## config.mk

```make
export PLATFORM = sky130hd
export DESIGN_NAME = cnu_minsum_serial
export DESIGN_NICKNAME = d
export VERILOG_FILES = /design/src/rtl/cnu_minsum_serial.sv
export SDC_FILE = /design/constraint.sdc
export NUM_CORES = 1
export LEC_CHECK = 0
export BUFFER_PORTS_ARGS = -buffer_cell sky130_fd_sc_hd__buf_2
export CAP_MARGIN = 20
export CORE_ASPECT_RATIO = 1.4
export CORE_MARGIN = 8
export CORE_UTILIZATION = 46
export CTS_CLUSTER_DIAMETER = 120
export CTS_CLUSTER_SIZE = 14
export DETAILED_ROUTE_END_ITERATION = 10
export GPL_TIMING_DRIVEN = 0
export HOLD_SLACK_MARGIN = 0.02
export PLACE_DENSITY = 0.71
export SYNTH_ARGS = -nofsm -noshare
export SYNTH_HDL_FRONTEND = slang
export SYNTH_SLANG_ARGS = --single-unit
```

## constraint.sdc

```tcl
create_clock -name clk -period 3.75 [get_ports clk]
set_clock_uncertainty 0.1 [all_clocks]
set_input_delay 0.375 -clock clk [delete_from_list [all_inputs] [get_ports clk]]
set_output_delay 0.375 -clock clk [all_outputs]
set_load 0.1 [all_outputs]
```

## src/rtl/cnu_minsum_serial.sv

```systemverilog
// Serial min-sum check node unit: accumulates DEG variable-to-check messages,
// then emits DEG check-to-variable messages with optional offset correction.
`timescale 1ns/1ps
module cnu_minsum_serial #(
    parameter int W      = 8,
    parameter int DEG    = 6,
    parameter int IDXW   = 3,
    parameter int OFFSET = 0
) (
    input  logic            clk,
    input  logic            rst,
    input  logic            in_valid,
    output logic            in_ready,
    input  logic [W-1:0]    in_msg,
    output logic            out_valid,
    input  logic            out_ready,
    output logic [W-1:0]    out_msg,
    output logic [IDXW-1:0] out_idx,
    output logic            cnu_over
);

    typedef enum logic {ACCUM, EMIT} state_t;

    localparam logic [W-2:0]    MAG_MAX = '1;
    localparam logic [W-2:0]    OFF     = (W-1)'(OFFSET);
    localparam logic [IDXW-1:0] LAST    = IDXW'(DEG - 1);

    state_t          state_q, state_d;
    logic [IDXW-1:0] in_cnt_q, in_cnt_d;
    logic [IDXW-1:0] out_cnt_q, out_cnt_d;
    logic [W-2:0]    min1_q, min1_d;
    logic [W-2:0]    min2_q, min2_d;
    logic [IDXW-1:0] idx_q, idx_d;
    logic            tsign_q, tsign_d;
    logic [DEG-1:0]  sign_q, sign_d;
    logic            cnu_over_q, cnu_over_d;

    logic            in_fire;
    logic            out_fire;
    logic [W-1:0]    in_abs;
    logic [W-2:0]    in_mag;
    logic [W-2:0]    mag_sel;
    logic [W-2:0]    mag_o;
    logic            out_sign;

    assign in_ready  = (state_q == ACCUM) && !rst;
    assign out_valid = (state_q == EMIT);
    assign in_fire   = in_valid && in_ready;
    assign out_fire  = out_valid && out_ready;
    assign out_idx   = out_cnt_q;
    assign cnu_over  = cnu_over_q;

    // Only the most negative code has its top bit left after negation; clamp it.
    always_comb begin
        in_abs = in_msg[W-1] ? (~in_msg + W'(1)) : in_msg;
        in_mag = in_abs[W-1] ? MAG_MAX : in_abs[W-2:0];
    end

    always_comb begin
        mag_sel  = (out_cnt_q == idx_q) ? min2_q : min1_q;
        mag_o    = (mag_sel > OFF) ? (mag_sel - OFF) : '0;
        out_sign = tsign_q ^ sign_q[out_cnt_q];
        if (!out_valid) begin
            out_msg = '0;
        end else if (out_sign) begin
            out_msg = -{1'b0, mag_o};
        end else begin
            out_msg = {1'b0, mag_o};
        end
    end

    always_comb begin
        state_d    = state_q;
        in_cnt_d   = in_cnt_q;
        out_cnt_d  = out_cnt_q;
        min1_d     = min1_q;
        min2_d     = min2_q;
        idx_d      = idx_q;
        tsign_d    = tsign_q;
        sign_d     = sign_q;
        cnu_over_d = 1'b0;

        case (state_q)
            ACCUM: begin
                if (in_fire) begin
                    sign_d[in_cnt_q] = in_msg[W-1];
                    tsign_d          = tsign_q ^ in_msg[W-1];
                    // Strict compare keeps the earliest index on ties.
                    if (in_cnt_q == '0) begin
                        min1_d = in_mag;
                        min2_d = MAG_MAX;
                        idx_d  = '0;
                    end else if (in_mag < min1_q) begin
                        min2_d = min1_q;
                        min1_d = in_mag;
                        idx_d  = in_cnt_q;
                    end else if (in_mag <= min2_q) begin
                        min2_d = in_mag;
                    end
                    if (in_cnt_q == LAST) begin
                        in_cnt_d = '0;
                        state_d  = EMIT;
                    end else begin
                        in_cnt_d = in_cnt_q + IDXW'(1);
                    end
                end
            end
            EMIT: begin
                if (out_fire) begin
                    if (out_cnt_q == LAST) begin
                        out_cnt_d  = '0;
                        state_d    = ACCUM;
                        cnu_over_d = 1'b1;
                        min1_d     = '0;
                        min2_d     = '0;
                        idx_d      = '0;
                        tsign_d    = 1'b0;
                        sign_d     = '0;
                    end else begin
                        out_cnt_d = out_cnt_q + IDXW'(1);
                    end
                end
            end
            default: state_d = ACCUM;
        endcase
    end

    always_ff @(posedge clk) begin
        if (rst) begin
            state_q    <= ACCUM;
            in_cnt_q   <= '0;
            out_cnt_q  <= '0;
            min1_q     <= '0;
            min2_q     <= '0;
            idx_q      <= '0;
            tsign_q    <= 1'b0;
            sign_q     <= '0;
            cnu_over_q <= 1'b0;
        end else begin
            state_q    <= state_d;
            in_cnt_q   <= in_cnt_d;
            out_cnt_q  <= out_cnt_d;
            min1_q     <= min1_d;
            min2_q     <= min2_d;
            idx_q      <= idx_d;
            tsign_q    <= tsign_d;
            sign_q     <= sign_d;
            cnu_over_q <= cnu_over_d;
        end
    end

endmodule
```

==> results.md, run 1 <==
* Final Cycle Share at 96.26%
* CP endpoint kind: output port
* Flop2flop setup slack at 0.93 ns
* Synth Instances at 313
* Cell accounting for the most synthesized area: dfxtp_1
* Critical Path End: out_msg[5]
* Clock buffer depth at 2
* Largest cells by area after synthesis: dfxtp_1 (27%), ha_1 (8.4%), nor2_1 (6.5%)
* Reg clk slew, reported paths at 0.08 ns
* Initial antenna violation count at 0
* Max Slew Vio Count at 0
* Iter 0 DRT Violations at 149
* Wire length per cell at 15.25 µm
* IO Port Bufs at 24
* Max-Cap Viols at 0
* Leak at 1.121 nW
* Placed inst area at 2629 µm²
* Status: complete, no violations
* Full die area at 7757 µm²
* DR DRC count at 0
* Most common cell on crit path: mux2i_2
* Tmin final at 3.610 ns
* Fin Setup TNS at 0 ns
* Hold Buf Count CTS at 0
* Slew @ Worst Pin at 0.7575 ns
* Detailed placement HPWL at 4820 µm
* Hold Violations, Final at 0
* Crit-path max cell delay at 0.34 ns
* Die height at 101.1 µm
* Post-synthesis async set-or-reset flop share at 0%
* FMAX at 0.2770 GHz
* Routed WL at 6269 µm
* Setup Buffers After CTS at 0
* Critical Path Fanout Max at 10
* Global route hottest layer: met2
* Clock network power share at 31.6%
* Met3 GRT Util at 3.125%
* Worst slew margin at 49.50%
* Crit path from: out_idx[1]
* Io pins at 26
* Required time of the critical path at 3.27 ns
* CTS buffer count at 5
* Yosys top cell area share at 26.95%
* Sw Pwr at 0.3672 mW
* Syn Area/Cell at 7.595 µm²
* # diodes at 0
* Largest net degree at the start of global routing at 12
* CTS H-tree depth at 2
* R2r endpoint: min1_q[0]
* FP Rows at 31
* Register-to-Register Path Depth at 9
* Syn_nets at 341
* Net Sw Frac at 34.64%
* Fin area at 2799 µm²
* Root Buffer: clkbuf_8
* Cell area after synthesis at 2377 µm²
* Initial Util at 46.79%
* Core area at 5081 µm²
* Clk Latency, worst-skew pair at 0.29 ns
* Reg2reg start: min1_q[2]
* Crit path launch type: flop
* CTS tree: done
* Layout cells sized above 1 at 18.26%
* Top_reg_cell synth: dfxtp_1
* Met1 Use GR at 17.66%
* Sequential share of power at 37.2%
* Nets@finish at 372
* CP Cell Sequence: buf_2 -> xnor2_1 -> nand3_2 -> clkbuf_4 -> mux2i_2 -> ha_1 -> nand3_1 -> mux2i_2 -> o211ai_1 -> a211o_1 -> nand2_1 -> buf_6
* Vias in the first global route at 2351
* Fill cells at 495
* Setup CP Type: reg2out
* Combinational Power Share at 31.3%
* Global route total overflow at 0
* Remaining antenna violation count after routing at 0
* Vias at 2368
* Pwr/cell area at 378.7 nW/µm²
* First-pass DRT Iterations at 4
* Warnings, synthesis at 0
* GRT Overall Usage at 16.37%
* Most frequent cells in the layout: nor2_1 (37), dfxtp_1 (29), a21oi_1 (27), buf_2 (24), inv_1 (22)
* Clk sinks at 32
* Slowest library cell on the worst path: dfxtp_4
* Routability cong. at 0.8476
* Peak VDD IR at 0.2607 mV
* Final setup violation count at 0
* Routing usage on met2 at 30.49%
* EDFF count, synth at 0
* Worst Hold Class: reg2reg
* Chip width at 76.76 µm
* Synth unique cells at 51
* First-pass GRT wire length at 10520 µm
* Via-per-instance ratio at 5.762
* Sequential share of the synthesized area at 26.95%
* P_int at 0.6929 mW
* Layout area overhead at 17.74%
* Worst EP arrival at 3.13 ns
* Flops & latches, synth at 32
* Commonest non-fill, non-tap cell in the layout: nor2_1
power by group through the flow:
stage	combinational, mW	sequential [mW]	clock, mW
floorplan	0.247	0.390	0
global placement	0.307	0.400	0
detailed placement	0.315	0.400	0
CTS	0.319	0.393	0.338
global route	0.372	0.397	0.357
finish	0.331	0.394	0.335
cell usage after synthesis (2+ instances only):
cell type  number
xor2_1          4
or3_1           6
dfxtp_1        32
o211ai_1        3
nand3b_1        2
nor2_1         41
nand3_1        16
nand2_1        16
clkbuf_1        9
a21oi_1        27
mux2i_1         9
inv_1          22
a22o_1          7
a211o_1         2
ha_1           16
or4_1           2
nor3_1         11
buf_2           4
mux2_2          3
xnor2_1         5
o31ai_1         5
nor2b_1         5
o21ai_0        21
a21o_1          4
nor3b_1         4
a21boi_0        3
a31oi_1         5
o21a_1          2
nor4_1          2
nor4_2          2
nand4_1         3
cells by family (layout without fill, tap and decap cells):
group	Yosys count	after routing	synth area share, %
flip-flops	32	32	26.95
multiplexers	13	13	6.158
XOR/XNOR	9	9	3.316
AO/OA/AOI/OAI	90	90	24.32
buffers and inverters	38	70	6.684
AND/OR/NAND/NOR	115	115	24.16
adder cells (fa/ha/maj)	16	16	8.421
sequential cells by signal (all words and copies together) (netlist names):
register / flops
out_idx: 3
idx_q: 3
sign_q: 6
min1_q: 7
out_valid: 1
min2_q: 7
tsign_q: 1
in_cnt_q: 3
cnu_over: 1
worst min-delay path by stage:
stage / endpoint / startpoint / depth (start not counted) / slack, ns
after floorplan: sign_q[1] / sign_q[1] / 2 / 0.33
after global placement: sign_q[1] / sign_q[1] / 2 / 0.34
after detailed placement: sign_q[1] / sign_q[1] / 2 / 0.35
after CTS: sign_q[1] / sign_q[1] / 2 / 0.36
after global routing: out_valid / in_valid / 3 / 0.38
final: sign_q[1] / sign_q[1] / 2 / 0.36
routing by layer:
layer	part of all wire (%)	vias to the layer above	wire, µm
li1	-	1196	-
met5	0	-	0
met2	53	48	3321
met3	3.1	12	197
met4	2.1	0	132
met1	42	1112	2619
worst max-delay path: cells and delay by family, from the launching register on:
family	cells	cell delay, ns
buffers and inverters	3	0.65
DFF	1	0.34
muxes	2	0.58
AOI/OAI and AO/OA	2	0.48
adders and majority gates	1	0.22
and+or+nand+nor	3	0.37
xor gates and xnor gates	1	0.20
what timing repair did:
action,in CTS,in global routing
setup endpoints to repair,16,17
resized for setup,5,11
pin swaps,0,1
cell type report:
class | count | area (µm²) | area share [%]
buffer | 16 | 78.83 | 2.816
inverter | 22 | 82.58 | 2.950
sequential | 32 | 651.9 | 23.29
multi-input combinational | 243 | 1657 | 59.19
clock inverter | 3 | 42.54 | 1.520
clock buffer | 5 | 68.82 | 2.459
timing repair buffer | 24 | 135.1 | 4.828
tap | 66 | 82.58 | 2.950
metrics by stage:
| stage | worst slack, ns | total power [mW] | hold slack [ns] | util, % | std cells |
|---|---|---|---|---|---|
| finish | 0.1403 | 1.060 | 0.3598 | 55.08 | 411 |
| global route | -0.01443 | 1.126 | 0.3804 | 55.08 | 411 |
| detailed placement | -0.4248 | 0.7149 | 0.3469 | 51.74 | 403 |
| CTS | 0.02130 | 1.050 | 0.3588 | 54.30 | 411 |
| floorplan | 0.01488 | 0.6374 | 0.3284 | - | 313 |
| global placement | -0.3942 | 0.7073 | 0.3432 | 51.74 | 403 |
Power figures use the tool's default switching activity.
==> run 2, diff against run 1 <==
--- a/config.mk
+++ b/config.mk
@@ -5,10 +5,11 @@
 export SDC_FILE = /design/constraint.sdc
 export NUM_CORES = 1
 export LEC_CHECK = 0
+export ABC_AREA = 1
 export BUFFER_PORTS_ARGS = -buffer_cell sky130_fd_sc_hd__buf_2
 export CAP_MARGIN = 20
 export CORE_ASPECT_RATIO = 1.4
-export CORE_MARGIN = 8
+export CORE_MARGIN = 2
 export CORE_UTILIZATION = 46
 export CTS_CLUSTER_DIAMETER = 120
 export CTS_CLUSTER_SIZE = 14
==> constraint.sdc (replaced) <==
create_clock -name clk -period 3.75 [get_ports clk]
set_clock_uncertainty 0.1 [all_clocks]
set_input_delay 0.75 -clock clk [delete_from_list [all_inputs] [get_ports clk]]
set_output_delay 0.75 -clock clk [all_outputs]
set_load 0.1 [all_outputs]
==> results.md, run 2 <==
* Initial Util at 47.18%
* PostCTS Resize Cnt at 1
* Routed WL at 6291 µm
* CP endpoint kind: output port
* Yosys top cell area share at 26.72%
* R2r endpoint: min2_q[4]
* Count leader, synth: nand2_1
* Fill cells at 533
* Hold Buf Count CTS at 0
* Cell area after synthesis at 2397 µm²
* WP depth at 15
* Final setup violation count at 0
* Commonest non-fill, non-tap cell in the layout: nand2_1
* Routability cong. at 0.9232
* Vias in the first global route at 2360
* WHS at 0.3623 ns
* Die height at 89.42 µm
* Reg2reg start: min1_q[4]
* Pre-CTS setup slack at -0.2511 ns
* Setup CP Type: reg2out
* Fin area at 2770 µm²
* Via-per-instance ratio at 5.508
* Reg clk slew, reported paths at 0.06 ns
* Clk sinks at 32
* Top delay family on crit path: simple AND/OR/NAND/NOR gates
* Final Util at 54.52%
* Register-to-Register Path Depth at 11
* Synth Instances at 351
* First-pass DRT Iterations at 4
* EDFF count, synth at 0
* Max-Cap Viols at 0
* Worst slew margin at 60.58%
* Pwr/cell area at 374.9 nW/µm²
* Most common cell on crit path: nand2_1
* Global route total overflow at 0
* RSZ-0062 raised after global routing: yes
* Chip width at 65.01 µm
* Critical Path Fanout Max at 10
* Area taken by multi-input logic gates at 1579 µm²
* Io pins at 26
* Placed inst area at 2658 µm²
* # diodes at 0
* Core area at 5081 µm²
* Syn Area/Cell at 6.830 µm²
* Most frequent cells after synthesis: nand2_1 (60), inv_1 (39), a21oi_1 (38)
* Iter 0 DRT Violations at 93
* Worst Hold Class: reg2reg
* Cell accounting for the most synthesized area: dfxtp_1
* FP Rows at 31
* IO Port Bufs at 25
* Final Cycle Share at 93.71%
* CTS tree: done
* Largest net degree at the start of global routing at 11
* CTS H-tree depth at 2
* Max Slew Vio Count at 0
* Post-synthesis async set-or-reset flop share at 0%
* DR DRC count at 0
* Top_reg_cell synth: dfxtp_1
* Slowest library cell on the worst path: buf_2
* Status: complete, no violations
* Detailed placement HPWL at 5007 µm
* GRT Overall Usage at 23.91%
* Required time of the critical path at 2.90 ns
* Slew @ Worst Pin at 0.5914 ns
* Sequential share of the synthesized area at 26.72%
* Layout area overhead at 15.55%
* CP Cell Sequence: inv_1 -> nand2_1 -> nand2_1 -> nand3_4 -> o21ai_1 -> inv_1 -> ha_1 -> inv_1 -> nor2_1 -> nand2_1 -> nand2_1 -> nand3_2 -> o21ai_1 -> nor2_4 -> buf_2
* Crit path launch type: flop
* Hold path depth at 2
* Flop2flop setup slack at 1.31 ns
* Worst EP arrival at 2.66 ns
* Crit-path max cell delay at 0.42 ns
* Critical Path End: out_msg[7]
* Wire length per cell at 14.01 µm
* Nets@finish at 411
* Root Buffer: clkbuf_8
* Clock buffer depth at 2
* Full die area at 5813 µm²
* FMAX at 0.2846 GHz
* Fin Setup TNS at 0 ns
* Tmin final at 3.514 ns
* Largest regs: min1_q (7), min2_q (7), sign_q (6)
* Final WS setup at 0.2357 ns
* Largest cells by area after synthesis: dfxtp_1 (27%), nand2_1 (9.4%), ha_1 (8.4%)
* Flops & latches, synth at 32
* Layout cells sized above 1 at 20.63%
* Initial antenna violation count at 0
* Most frequent cells in the layout: nand2_1 (60), inv_1 (39), nand3_1 (37), a21oi_1 (36), dfxtp_1 (29)
* Synth unique cells at 38
* CTS buffer count at 5
* Hold Violations, Final at 0
* Reg area at 644.4 µm²
* Leak at 1.229 nW
* First-pass GRT wire length at 10650 µm
* Warnings, synthesis at 0
* Buf+Inv Stages, Crit Path at 4
* Remaining antenna violation count after routing at 0
* Peak VDD IR at 0.2192 mV
* Clk Latency, worst-skew pair at 0.29 ns
* Setup Buffers After CTS at 0
* Vias at 2473
* Syn_nets at 379
* Crit path from: out_idx[1]
[run 2: changes by cell type in the layout (fill, tap and decap cells not counted), moves of 8 or more]
cell | before | now
a22oi_1 | 0 | 8
a21oi_1 | 27 | 36
nor2_1 | 37 | 25
inv_2 | 0 | 8
nand2_1 | 16 | 60
inv_1 | 22 | 39
nand3_1 | 15 | 37
[run 2: worst min-delay path by stage]
stage | start | end | slack [ns]
final | sign_q[4] | sign_q[4] | 0.36
after detailed placement | sign_q[4] | sign_q[4] | 0.36
after global placement | sign_q[4] | sign_q[4] | 0.35
after CTS | sign_q[4] | sign_q[4] | 0.36
after floorplan | sign_q[4] | sign_q[4] | 0.34
after global routing | min2_q[3] | min2_q[3] | 0.40
[run 2: cell type report]
type / instances / area share, %
Tap cell: 66 / 2.981
Timing Repair Buffer: 25 / 4.833
Sequential cell: 32 / 23.26
Inverter: 47 / 6.369
Buffer: 8 / 2.078
Clock buffer: 7 / 3.478
Multi-Input combinational cell: 264 / 57.00
[run 2: per-stage QoR]
stage | total power, mW | instances
after global routing | 1.111 | 449
after CTS | 1.034 | 449
final | 1.039 | 449
after global placement | 0.7403 | 442
after floorplan | 0.6692 | 351
after detailed placement | 0.7489 | 442
[run 2: cells by family (layout without fill, tap and decap cells)]
kind of cell | count (synthesis) | count (layout) | synth area share, %
DFF | 32 | 32 | 26.72
buffers and inverters | 55 | 87 | 9.760
and+or+nand+nor | 160 | 160 | 33.14
xor gates and xnor gates | 4 | 4 | 2.088
adders and majority gates | 16 | 16 | 8.351
AOI/OAI and AO/OA | 84 | 84 | 19.94
[run 2: power by group]
part	switching (mW)	internal, mW	leakage, nW
logic	0.242	0.126	0.916
clock network	0.125	0.163	0.0503
registers	0.0176	0.365	0.263
[run 2: per-layer routing]
layer | global-route usage (%) | routed length [µm]
met1 | 24.54 | 2506
met5 | 0 | 0
met3 | 3.149 | 201
met2 | 46.30 | 3376
met4 | 13.45 | 207
[run 2: worst min-delay path: cells and delay by family, from the launching register on]
family             cells  cell delay (ns)
DFF                    1             0.31
and+or+nand+nor        1             0.06
AOI/OAI and AO/OA      1             0.05
